File: src/rtl/bure_issue_ctrl.sv
// Issue/hazard controller between ID and EX of the BureCore pipeline.
// Tracks pending writebacks, stalls on RAW/WAW/in-flight limit, holds issue across control ops and flushes on redirect.
module bure_issue_ctrl #(
  parameter int unsigned MAX_INFLIGHT = 4,
  parameter int unsigned FLUSH_CYCLES = 2,
  parameter int unsigned CNT_WIDTH    = 5
) (
  input  logic                 i_clk,
  input  logic                 i_rstn,
  input  logic                 i_dec_valid,
  input  logic [4:0]           i_rs1_addr,
  input  logic                 i_rs1_used,
  input  logic [4:0]           i_rs2_addr,
  input  logic                 i_rs2_used,
  input  logic                 i_rd_wen,
  input  logic [4:0]           i_rd_addr,
  input  logic                 i_is_ctrl_op,
  input  logic                 i_ex_ready,
  input  logic                 i_wb_valid,
  input  logic [4:0]           i_wb_addr,
  input  logic                 i_resolve_valid,
  input  logic                 i_resolve_taken,
  output logic                 o_issue_valid,
  output logic                 o_id_stall,
  output logic                 o_id_flush,
  output logic [31:0]          o_scoreboard,
  output logic [CNT_WIDTH-1:0] o_inflight
);

  localparam int unsigned FW = (FLUSH_CYCLES > 1) ? $clog2(FLUSH_CYCLES) : 1;
  localparam int unsigned OW = CNT_WIDTH + 1;

  typedef enum logic [1:0] {
    ST_RUN,
    ST_WAIT_CTRL,
    ST_FLUSH
  } state_t;

  state_t                 state, state_nxt;
  logic [FW-1:0]          flush_cnt, flush_cnt_nxt;
  logic [31:0]            wb_clr;
  logic [31:0]            sb_eff;
  logic [31:0]            set_mask;
  logic [31:0]            sb_nxt;
  logic                   wb_dec;
  logic                   raw;
  logic                   waw;
  logic                   full;
  logic                   fire;
  logic                   rd_set;
  logic [OW-1:0]          occ;
  logic [CNT_WIDTH-1:0]   inflight_nxt;

  // Hazard detection sees writebacks of this cycle as already done (write-first register file).
  // NOTE: every always_comb output gets a default first so no path leaves it unassigned and infers a latch.
  always_comb begin
    wb_clr = '0;
    if (i_wb_valid && i_wb_addr != 5'd0) wb_clr[i_wb_addr] = 1'b1;
    sb_eff = o_scoreboard & ~wb_clr;
    // A writeback only frees a slot when it retires a pending entry.
    wb_dec = |(o_scoreboard & wb_clr);

    raw = (i_rs1_used && i_rs1_addr != 5'd0 && sb_eff[i_rs1_addr]) ||
          (i_rs2_used && i_rs2_addr != 5'd0 && sb_eff[i_rs2_addr]);
    waw = i_rd_wen && i_rd_addr != 5'd0 && sb_eff[i_rd_addr];

    occ  = {1'b0, o_inflight} - OW'(wb_dec);
    full = occ >= OW'(MAX_INFLIGHT);

    fire = i_rstn && state == ST_RUN && i_dec_valid && !raw && !waw && !full && i_ex_ready;
    o_issue_valid = fire;
    o_id_stall    = i_rstn && i_dec_valid && !fire && state != ST_FLUSH;

    rd_set   = fire && i_rd_wen && i_rd_addr != 5'd0;
    set_mask = '0;
    if (rd_set) set_mask[i_rd_addr] = 1'b1;
    sb_nxt    = sb_eff | set_mask;
    sb_nxt[0] = 1'b0;

    unique case ({rd_set, wb_dec})
      2'b10:   inflight_nxt = o_inflight + CNT_WIDTH'(1);
      2'b01:   inflight_nxt = o_inflight - CNT_WIDTH'(1);
      default: inflight_nxt = o_inflight;
    endcase
  end

  always_comb begin
    state_nxt     = state;
    flush_cnt_nxt = flush_cnt;
    unique case (state)
      ST_RUN: begin
        if (fire && i_is_ctrl_op) state_nxt = ST_WAIT_CTRL;
      end
      ST_WAIT_CTRL: begin
        if (i_resolve_valid) begin
          if (i_resolve_taken) begin
            state_nxt     = ST_FLUSH;
            flush_cnt_nxt = FW'(FLUSH_CYCLES - 1);
          end else begin
            state_nxt = ST_RUN;
          end
        end
      end
      ST_FLUSH: begin
        if (flush_cnt == '0) state_nxt = ST_RUN;
        else                 flush_cnt_nxt = flush_cnt - FW'(1);
      end
      default: state_nxt = ST_RUN;
    endcase
  end

  // NOTE: sequential state uses non-blocking assignments so every flop samples pre-edge values.
  always_ff @(posedge i_clk or negedge i_rstn) begin
    if (!i_rstn) begin
      state        <= ST_RUN;
      flush_cnt    <= '0;
      o_id_flush   <= 1'b0;
      o_scoreboard <= '0;
      o_inflight   <= '0;
    end else begin
      state        <= state_nxt;
      flush_cnt    <= flush_cnt_nxt;
      o_id_flush   <= (state_nxt == ST_FLUSH);
      o_scoreboard <= sb_nxt;
      o_inflight   <= inflight_nxt;
    end
  end

endmodule

File: config.mk
export PLATFORM = sky130hd
export DESIGN_NAME = bure_issue_ctrl
export DESIGN_NICKNAME = d
export VERILOG_FILES = /design/src/rtl/bure_issue_ctrl.sv
export SDC_FILE = /design/constraint.sdc
export NUM_CORES = 1
export LEC_CHECK = 0
export CORE_UTILIZATION = 25
export CTS_CLUSTER_DIAMETER = 150
export DETAILED_ROUTE_END_ITERATION = 10
export PLACE_DENSITY = 0.44
export SETUP_SLACK_MARGIN = 0.05
export SLEW_MARGIN = 10
export SYNTH_ARGS = -nofsm -noshare
export SYNTH_HDL_FRONTEND = slang
export SYNTH_SLANG_ARGS = --single-unit
File: constraint.sdc
create_clock -name i_clk -period 4 [get_ports i_clk]
set_input_delay 0.6 -clock i_clk [delete_from_list [all_inputs] [get_ports i_clk]]
set_output_delay 0.6 -clock i_clk [all_outputs]
set_load 0.02 [all_outputs]
==> results of run 1 <==
==> cells in the final DEF (no fill, tap or decap), types with 9 or more instances in the layout <==
cell type	synthesis	final
buf_4	3	168
o31ai_2	10	10
mux2i_1	22	21
nand3_1	15	13
o21ai_1	7	11
nor2_1	32	29
o211ai_1	9	9
o31ai_1	20	20
buf_6	0	13
clkdlybuf4s50_1	0	60
nand2_1	54	53
dfrtp_1	40	40
nand2b_1	11	9
o21ai_0	39	30
==> where the power goes <==
| group | total, mW | internal [mW] | switching, mW | leakage (nW) |
|---|---|---|---|---|
| logic | 0.800 | 0.403 | 0.396 | 2.01 |
| clock network | 0.518 | 0.354 | 0.164 | 0.0899 |
| registers | 0.524 | 0.455 | 0.0695 | 0.545 |
==> flip-flops by register name, indices dropped and copies added (netlist names) <==
signal        cells
flush_cnt         1
o_id_flush        1
o_inflight        5
o_scoreboard     31
state             2
==> path summary, 6_finish.rpt <==
check / from / to / cells past startpoint
max in group asynchronous: i_rstn / flush_cnt / 2
min in group i_clk: o_inflight[4] / o_inflight[4] / 1
worst min-delay path: i_rstn / o_scoreboard[29] / 2
worst max-delay path: i_wb_valid / o_inflight[3] / 25
worst min register to register: o_inflight[4] / o_inflight[4] / 1
worst max register to register: o_scoreboard[24] / o_inflight[3] / 25
==> cell families (layout without fill, tap and decap cells) <==
| logic type | Yosys count | after routing |
|---|---|---|
| compound gates | 143 | 143 |
| buf+inv | 46 | 267 |
| mux | 29 | 29 |
| xor+xnor | 6 | 6 |
| simple gates | 175 | 175 |
| flops | 40 | 40 |
| other cells | 1 | 1 |
| fa+ha+maj | 7 | 7 |
==> what timing repair did <==
item                       CTS  global route
pin swaps                   36            32
setup endpoints to repair   38            32
cloned                       1             0
buffers inserted            13            10
gates resized for setup     66            34
==> final cells by class <==
cell class | count | area share, %
inverter | 12 | 0.803
clock buffer | 5 | 2.01
clock inverter | 2 | 0.963
tap | 180 | 3.61
sequential | 40 | 16.1
multi-input combinational | 361 | 43.1
timing repair buffer | 248 | 33.4
==> per-stage QoR <==
stage          hold slack (ns)  setup TNS, ns  cell area [um^2]  util (%)
6_report                 0.469          -1.04              6230      44.6
5_1_grt                  0.528          -2.01              6230      44.6
4_1_cts                  0.508          -1.61              6070      43.4
3_5_place_dp             0.491         -22.59              5670      40.5
3_3_place_gp             0.499         -17.36              5670      40.5
2_1_floorplan            0.304          -1.24              3750         -
==> layer usage <==
metal / vias to the layer above / wire length [um]
li1: 2132 / -
met1: 2202 / 8250
met2: 172 / 7410
met3: 25 / 965
met4: 0 / 341
met5: - / 0
==> worst max-delay path: cells and delay by family <==
| family | cells | cell delay (ns) |
|---|---|---|
| adder cells (fa/ha/maj) | 4 | 0.81 |
| AO/OA/AOI/OAI | 6 | 0.88 |
| AND/OR/NAND/NOR | 9 | 1.56 |
| buffers and inverters | 5 | 0.56 |
| XOR/XNOR | 1 | 0.16 |
==> summary.txt, run 1 <==
Global route
  – Gr busiest metal: met2
  – GR Util met3: 2.20%
  – Largest net degree at the start of global routing: 42
  – Antenna violations before repair: 0
  – Met1 Use GR: 34.4%
  – Grt ovf: 0
  – GR Util All Layers: 23.3%
  – Vias in the first global route: 4,413
  – Met2 usage: 35.7%
  – First-pass GRT wire length: 25,800 um

Floorplan
  – Die area: 14,900 um^2
  – Height of the chip: ~120 um
  – Initial core utilization: between 20% and 30%
  – Io pins: 71
  – Core area: 14,000 um^2
  – Row cnt: 43
  – Die width: 122 um

Final layout
  – Final Net Count: 706
  – Layout area overhead: 72.9%
  – Area of the multi-input gates: between 2000 and 3000 um^2
  – # diodes: 0
  – Fillers: about 1,400
  – FF/Latch Area: 1000 um^2
  – Layout Cells excl Fill: 848
  – Share of cells above drive strength 1: 38.6%

Clock tree
  – CTS tree: yes
  – Clk buf depth: 2
  – Clock root buffer: clkbuf_16
  – CTS buffer count: 5
  – H-tree depth: 2
  – Clock-pin slew on the worst setup and hold paths: 0.06 ns
  – Clock sinks: 40
  – Hold_buf cts: 0
  – Worst-Skew Late Latency: slightly below 0.3 ns

STA
  – Max Fclk: 226 MHz
  – Final worst slack: -0.416 ns
  – Final setup fails: 4
  – Final Cycle Share: 110%
  – Worst-Margin Slew: around 0.73 ns
  – Clock skew: 0.00603 ns
  – Final Max Slew Viols: 0
  – Slew headroom: between 50% and 60%
  – Post-layout minimum cycle time: about 4.4 ns
  – Hold Vio Cnt, Final: 0
  – RSZ-0062 raised after global routing: true

Hold path
  – Worst hold-check path type: in -> async

Worst setup path
  – CP max stage delay: approximately 0.39 ns
  – CP max-delay cell: or3_4
  – Reg2reg setup slack: -0.31 ns
  – Crit-path most repeated cell: ha_4
  – Critical path class: in -> reg
  – CP startpoint kind: input port
  – Arr. time, crit path: 4.59 ns
  – Max FO, Critical Path: 8
  – Worst setup EP type: register
  – CP required: 4.17 ns

Synth
  – Area share of the largest cell type after synthesis: about 28%
  – Commonest cells post-synth: nand2_1 (54), dfrtp_1 (40), o21ai_0 (39)
  – Count leader, synth: nand2_1
  – Post-Syn Area per Cell: 8.07 um^2
  – Leading area contributor after synthesis: dfrtp_1
  – Netlist Area Pre-Place: 3610 um^2
  – Synth Area in Adders: between 2 and 3%
  – Mux cell area share after synthesis: 8.61%
  – YS warnings: 0
  – Unique cell type count in the Yosys netlist: 67
  – Net Count, Synth: 485
  – Synth Instances: ~450
  – EDFF count, synth: 0
  – Post-Synth XOR/XNOR Area: 1.46%
  – Post-synthesis compound-gate area fraction: 28.3%
  – Register area share after synthesis: 27.8%
  – Synth area leaders: dfrtp_1 (28%), mux2i_1 (6.1%), nand2_1 (5.6%), o21ai_0 (5.4%), o31ai_1 (4.2%)
  – Async SR Flop Fraction: 100%
  – Post-synth top flop: dfrtp_1
  – Yosys reg bits: 40
  – Synth Area in Simple Gates: 25.7%
  – Largest family of logic cells by synthesized area: compound AO/OA/AOI/OAI gates

Placement
  – DP Cell Count: around 800
  – Dpl ws: -1.29 ns
  – IO Port Bufs: 69
  – Gp weighted congestion: 0.936
  – Dpl hpwl: about 13,000 um

Run status
  – Failing checks: negative setup slack
  – Status: finished, violations left

Drt
  – Vias: 4,531
  – 1st-pass router iterations: 7
  – Residual DRC: 0
  – Routed WL: between 15,000 and 20,000 um
  – Via density: 5.34
  – Antenna-violating nets left: 0
  – Drt wl/cell: 20.0 um
  – Iteration-0 DRC count of the detailed router: 307

Pwr
  – Leak: 2.65 nW
  – PD cells: 295 nW/um^2
  – VDD IR max: 0.138 mV
  – Total power draw: 1.84 mW

Job
  – Maxcap violations: 0
Note: power is estimated with default switching activity, not from simulation.
==> inputs of run 2 (changes only) <==
- SETUP_SLACK_MARGIN: 0.05 -> 0.15
- SKIP_LAST_GASP: default -> 1
==> run 2 against run 1 <==
Against the previous run: the flow still finishes with violations (negative setup slack); non-clock buffer count down 3; core utilization shrank 0.60 points; hold slack gained 0.031 ns; total power down 5.5%; critical path depth up 2; wire length up 4.7%; sequential share of layout area up 0.22 points; final area down 1.3%; clock power decreased by 19%; worst setup slack worse by 0.071 ns; sequential cell count is the same; via count fell by 0.49%; largest cell class unchanged.
==> summary.txt, run 2 (synthesis results as in run 1) <==
Worst setup path
  – CP startpoint kind: input port
  – Max FO, Critical Path: 6
  – CP startpoint: i_wb_addr[4]
  – Reg2reg setup slack: -0.44 ns
  – R2r worst-path depth: 26
  – Worst setup EP type: register
  – Critical path class: in -> reg
  – CP required: 4.18 ns
  – Setup crit end: o_inflight[4]
  – Arr. time, crit path: 4.67 ns
  – Reg-to-Reg End: o_inflight[4]
  – Reg-to-reg critical path startpoint: o_scoreboard[26]

STA
  – Hold Vio Cnt, Final: 0
  – Worst-Margin Slew: 0.741 ns
  – Slew headroom: 50.1%
  – Final worst slack: -0.487 ns
  – Max Fclk: 223 MHz
  – Final Cycle Share: 112%
  – RSZ-0062 raised after global routing: true
  – Final Max Slew Viols: 0
  – Post-layout minimum cycle time: 4.49 ns
  – Clock skew: 0.00994 ns
  – Final setup fails: 6

Global route
  – Vias in the first global route: 4,463
  – GR Util All Layers: 23.8%
  – Largest net degree at the start of global routing: 42
  – Grt ovf: 0
  – First-pass GRT wire length: 26,200 um
  – Antenna violations before repair: 0

Pwr
  – PD cells: 283 nW/um^2
  – VDD IR max: 0.159 mV
  – Leak: 2.60 nW

Placement
  – Dpl cell area: 5590 um^2
  – Dpl ws: -1.32 ns
  – Dpl hpwl: 14,000 um
  – IO Port Bufs: about 70
  – Gp weighted congestion: 0.955

Final layout
  – Fillers: 1,407
  – Biggest regs: o_scoreboard: 31 flops, o_inflight: 5 flops, state: 2 flops
  – Area of the multi-input gates: 2660 um^2
  – Max FFs per register: 31
  – Final Net Count: 703
  – Commonest non-fill, non-tap cell in the layout: buf_4
  – Most flop-heavy register: o_scoreboard
  – Design Area, Final: 6150 um^2
  – # diodes: 0
  – FF/Latch Area: 1000 um^2
  – Share of cells above drive strength 1: 37.1%
  – Most frequent cells in the layout: buf_4 (167), clkdlybuf4s50_1 (60), nand2_1 (53)
  – Layout area overhead: 70.6%

Clock tree
  – Clock-pin slew on the worst setup and hold paths: 0.07 ns
  – Clk buf depth: 2
  – H-tree depth: 2
  – CTS tree: yes
  – CTS buffer count: 5
  – Worst-Skew Late Latency: 0.30 ns
  – Clock sinks: 40
  – Clock root buffer: clkbuf_16

Drt
  – Residual DRC: 0
  – Iteration-0 DRC count of the detailed router: 224
  – Via density: approximately 5.3
  – Vias: around 4,500
  – 1st-pass router iterations: 4
  – Antenna-violating nets left: 0
  – Drt wl/cell: around 21 um
  – DRT met1 WL: 8210 um
  – Routed WL: 17,800 um
  – Highest Signal Layer: met4
  – WL met2: between 8000 and 9000 um
  – Routed length on met3: ~970 um

Floorplan
  – Io pins: a little over 70
  – Row cnt: 43
  – Height of the chip: 122 um
  – Die width: 122 um
  – Die area: 14,900 um^2
  – Core area: 14,000 um^2
  – Initial core utilization: 25.8%

Job
  – Maxcap violations: 0

Hold path
  – Worst hold-check path type: in -> async

Run status
  – Status: finished, violations left
  – Failing checks: negative setup slack
## run 2: what timing repair did
action                                  CTS  global route
gates resized for setup                  56            26
endpoints found under the setup margin   38            38
endpoints found under the hold margin     0             0
buffers inserted                         20             2
pin swaps                                34            11
hold buffers                              0             0
gates cloned                              1             2
## run 2: power breakdown
group	switching [mW]	internal [mW]
registers	0.0752	0.454
clock network	0.185	0.233
logic	0.399	0.392
## run 2: final cells by class
class / instances / share of cell area (%)
clock inverters: 2 / 0.264
well taps: 180 / 3.66
clock buffers: 6 / 2.10
repair buffers: 245 / 33.6
inverters: 12 / 0.773
flip-flops and latches: 40 / 16.3
multi-input cells: 361 / 43.3
## run 2: worst max-delay path: stages
cell and delay, ns:
buf_6 0.10, buf_6 0.12, buf_4 0.13, nand4_1 0.14, nor2_1 0.06, a22o_1 0.24, nor4_2 0.32, nand4_1 0.27
ha_4 0.26, ha_4 0.15, inv_2 0.05, o2111a_1 0.18, o21ai_2 0.07, nor3_2 0.10, nand3_1 0.11, nor3_2 0.12
nand2_1 0.10, or3_4 0.41, ha_4 0.20, inv_4 0.06, fa_2 0.20, inv_1 0.04, a21o_1 0.18, a21oi_2 0.14
xnor2_1 0.12, nor2_1 0.06, xor2_1 0.15
## run 2: worst min path at each step
stage	depth (start not counted)	end	slack, ns	startpoint
floorplan	0	flush_cnt	0.30	i_rstn
global placement	1	o_inflight[4]	0.50	o_inflight[4]
detailed placement	1	o_inflight[4]	0.50	o_inflight[4]
CTS	1	o_inflight[4]	0.51	o_inflight[4]
global route	1	o_inflight[4]	0.53	o_inflight[4]
finish	2	o_scoreboard[23]	0.50	i_rstn
## run 2: per-stage QoR
| step | setup TNS [ns] | power (mW) | hold WS [ns] | std cells | utilization [%] |
|---|---|---|---|---|---|
| 2_1_floorplan | -1.20 | 0.864 | 0.304 | 447 | - |
| 3_3_place_gp | -16.36 | 1.24 | 0.500 | 813 | 40.0 |
| 3_5_place_dp | -19.41 | 1.24 | 0.501 | 813 | 40.0 |
| 4_1_cts | -1.81 | 1.70 | 0.508 | 842 | 42.7 |
| 5_1_grt | -2.82 | 1.82 | 0.527 | 846 | 44.0 |
| 6_report | -1.51 | 1.74 | 0.500 | 846 | 44.0 |
## run 2: metal layers
metal / GRT usage, % / vias to the layer above
met4: 8.16 / 0
met1: 33.4 / 2192
met3: 2.57 / 35
li1: - / 2124
met2: 37.6 / 158
met5: 0 / -
==> inputs of run 3 (changes only) <==
- CELL_PAD_IN_SITES_DETAIL_PLACEMENT: default -> 1
- CELL_PAD_IN_SITES_GLOBAL_PLACEMENT: default -> 2
- CTS_CLUSTER_SIZE: default -> 24
- PLACE_DENSITY: 0.44 -> 0.69
==> run 3 against run 2 <==
Against the previous run: the run still ends with negative setup slack left; critical path depth grew 1; clock power grew 1%; sequential cell count is the same; non-clock buffer count grew 7; clock skew shrank 0.0049 ns; final area grew 6.3%; first-iteration DRC count grew 39%; total power grew 5.8%; register-to-register slack gained 0.02 ns; core utilization grew 2.8 points; wire length grew 7.3%; combinational power grew 12%; critical path type unchanged; largest cell class unchanged.
==> summary.txt, run 3 (synthesis results as in run 1) <==
Run status
  – Status: finished, violations left
  – Failing checks: negative setup slack

Placement
  – IO Port Bufs: 69
  – Gp weighted congestion: 0.942
  – DP Cell Count: approximately 820
  – Dpl cell area: 5670 um^2
  – Dpl hpwl: between 10,000 and 15,000 um

Floorplan
  – Initial core utilization: 25.8%
  – Core area: between 10,000 and 15,000 um^2
  – Height of the chip: about 120 um
  – Die width: 122 um
  – Io pins: 71
  – Die area: 14,900 um^2
  – Row cnt: 43

Clock tree
  – Clk buf depth: 2
  – Hold_buf cts: 0
  – CTS tree: yes
  – Worst-Skew Late Latency: a little under 0.3 ns
  – Clock sinks: 40
  – Clock-pin slew on the worst setup and hold paths: 0.06 ns
  – H-tree depth: 2
  – CTS buffer count: 5
  – Clock root buffer: clkbuf_16

STA
  – Slew headroom: 44.6%
  – TNS Setup: -2.35 ns
  – Worst-Margin Slew: 0.832 ns
  – Hold Vio Cnt, Final: 0
  – Max Fclk: 219 MHz
  – RSZ-0062 raised after global routing: true
  – Final Max Slew Viols: 0
  – Post-layout minimum cycle time: 4.58 ns
  – Min Hold Slack: 0.415 ns
  – Final setup fails: 6
  – Final Cycle Share: 114%
  – Final worst slack: -0.575 ns
  – Clock skew: 0.00508 ns

Worst setup path
  – Max FO, Critical Path: 7
  – Critical path class: in -> reg
  – CP max-delay cell: or3_4
  – Worst setup EP type: register
  – CP required: 4.17 ns
  – Crit-path most repeated cell: ha_4
  – Arr. time, crit path: ~4.8 ns
  – Cell family with most CP delay: simple AND/OR/NAND/NOR gates
  – Crit path buf inv count: 5
  – CP max stage delay: 0.38 ns
  – CP startpoint kind: input port

Final layout
  – Layout area overhead: 81.4%
  – Final Net Count: 710
  – Fillers: 1,647
  – Commonest non-fill, non-tap cell in the layout: buf_4
  – Layout Cells excl Fill: 853
  – Max FFs per register: 31
  – # diodes: 0
  – Most flop-heavy register: o_scoreboard
  – Design Area, Final: 6540 um^2
  – Share of cells above drive strength 1: 40.6%
  – FF/Latch Area: 1000 um^2
  – Biggest regs: o_scoreboard: 31 flops, o_inflight: 5 flops, state: 2 flops
  – Most frequent cells in the layout: buf_4 (167), clkdlybuf4s50_1 (60), nand2_1 (53)
  – Area of the multi-input gates: 2960 um^2

Drt
  – Residual DRC: 0
  – Routed WL: ~19,000 um
  – Vias: 4,640
  – Via density: between 5 and 6
  – Iteration-0 DRC count of the detailed router: 311
  – Antenna-violating nets left: 0
  – 1st-pass router iterations: 5
  – Drt wl/cell: approximately 22 um

Global route
  – Largest net degree at the start of global routing: 42
  – Antenna violations before repair: 0
  – First-pass GRT wire length: 28,300 um
  – Grt ovf: 0
  – GR Util All Layers: between 20% and 30%
  – Vias in the first global route: 4,871

Job
  – Maxcap violations: 0

Pwr
  – VDD IR max: 0.138 mV
  – PD cells: 281 nW/um^2
  – Leak: between 2 and 3 nW

Hold path
  – Worst hold-check path type: in -> async
## run 3: changes by cell type in the layout (fill, tap and decap cells not counted), sizes merged
cell | before | now
clkbuf | 8 | 9
clkinv | 1 | 0
clkinvlp | 1 | 2
buf | 183 | 189
## run 3: where the power goes
group,switching [mW],leakage (nW),internal [mW]
Combinational,0.458,2.09,0.430
Clock,0.176,0.0691,0.248
Sequential,0.0737,0.545,0.455
Total,0.708,2.70,1.13
## run 3: worst paths after layout
path                                       start               end  cells after the start  slack [ns]
worst max-delay path                i_wb_addr[1]     o_inflight[4]                     28       -0.58
worst min-delay path                      i_rstn  o_scoreboard[15]                      2        0.41
worst max register to register  o_scoreboard[24]     o_inflight[4]                     26       -0.42
worst min register to register     o_inflight[4]     o_inflight[4]                      1        0.54
max in group asynchronous                 i_rstn  o_scoreboard[29]                      2        3.21
min in group i_clk                 o_inflight[4]     o_inflight[4]                      1        0.54
## run 3: worst reg2reg max path: stages (launching register included)
cell	delay, ns
dfrtp_1	0.40
mux2_4	0.28
nand3_2	0.06
o21ai_1	0.07
a221oi_1	0.21
nand2_1	0.10
a31oi_1	0.15
nand4_1	0.24
ha_4	0.27
ha_4	0.17
inv_4	0.05
o2111a_1	0.20
o21ai_2	0.07
nor3_1	0.16
nand3_1	0.11
nor3_2	0.13
nand2_1	0.09
or3_4	0.38
ha_4	0.20
inv_4	0.06
fa_2	0.21
inv_2	0.04
a21o_1	0.16
a21oi_2	0.13
xnor2_1	0.14
nor2_1	0.09
xor2_1	0.14
## run 3: per-layer routing
metal	track usage [%]	vias to the layer above	part of all wire [%]
met1	35.3	2346	46
met2	41.3	122	48
met4	8.31	0	2.8
met5	0	-	0
li1	-	2138	-
met3	2.25	34	3.8
## run 3: layout make-up
class,instances,area share [%]
inverter,12,0.804
tap,180,3.44
multi-input combinational,361,45.3
clock inverter,2,0.230
timing repair buffer,252,32.8
clock buffer,6,2.12
sequential,40,15.3
## run 3: through the flow
stage                     worst slack, ns  power, mW  utilization (%)
after global placement              -1.27       1.25             40.5
after global routing               -0.780       1.92             46.8
after CTS                          -0.560       1.74             43.2
final                              -0.575       1.84             46.8
after floorplan                    -0.523      0.864                -
after detailed placement            -1.33       1.27             40.5
## run 3: timing repair
| item | 4_1_cts | 5_1_grt |
|---|---|---|
| pin swaps | 24 | 50 |
| buffers inserted | 11 | 6 |
| setup endpoints to repair | 39 | 38 |
| resized for setup | 60 | 71 |
| gates cloned | 1 | 3 |
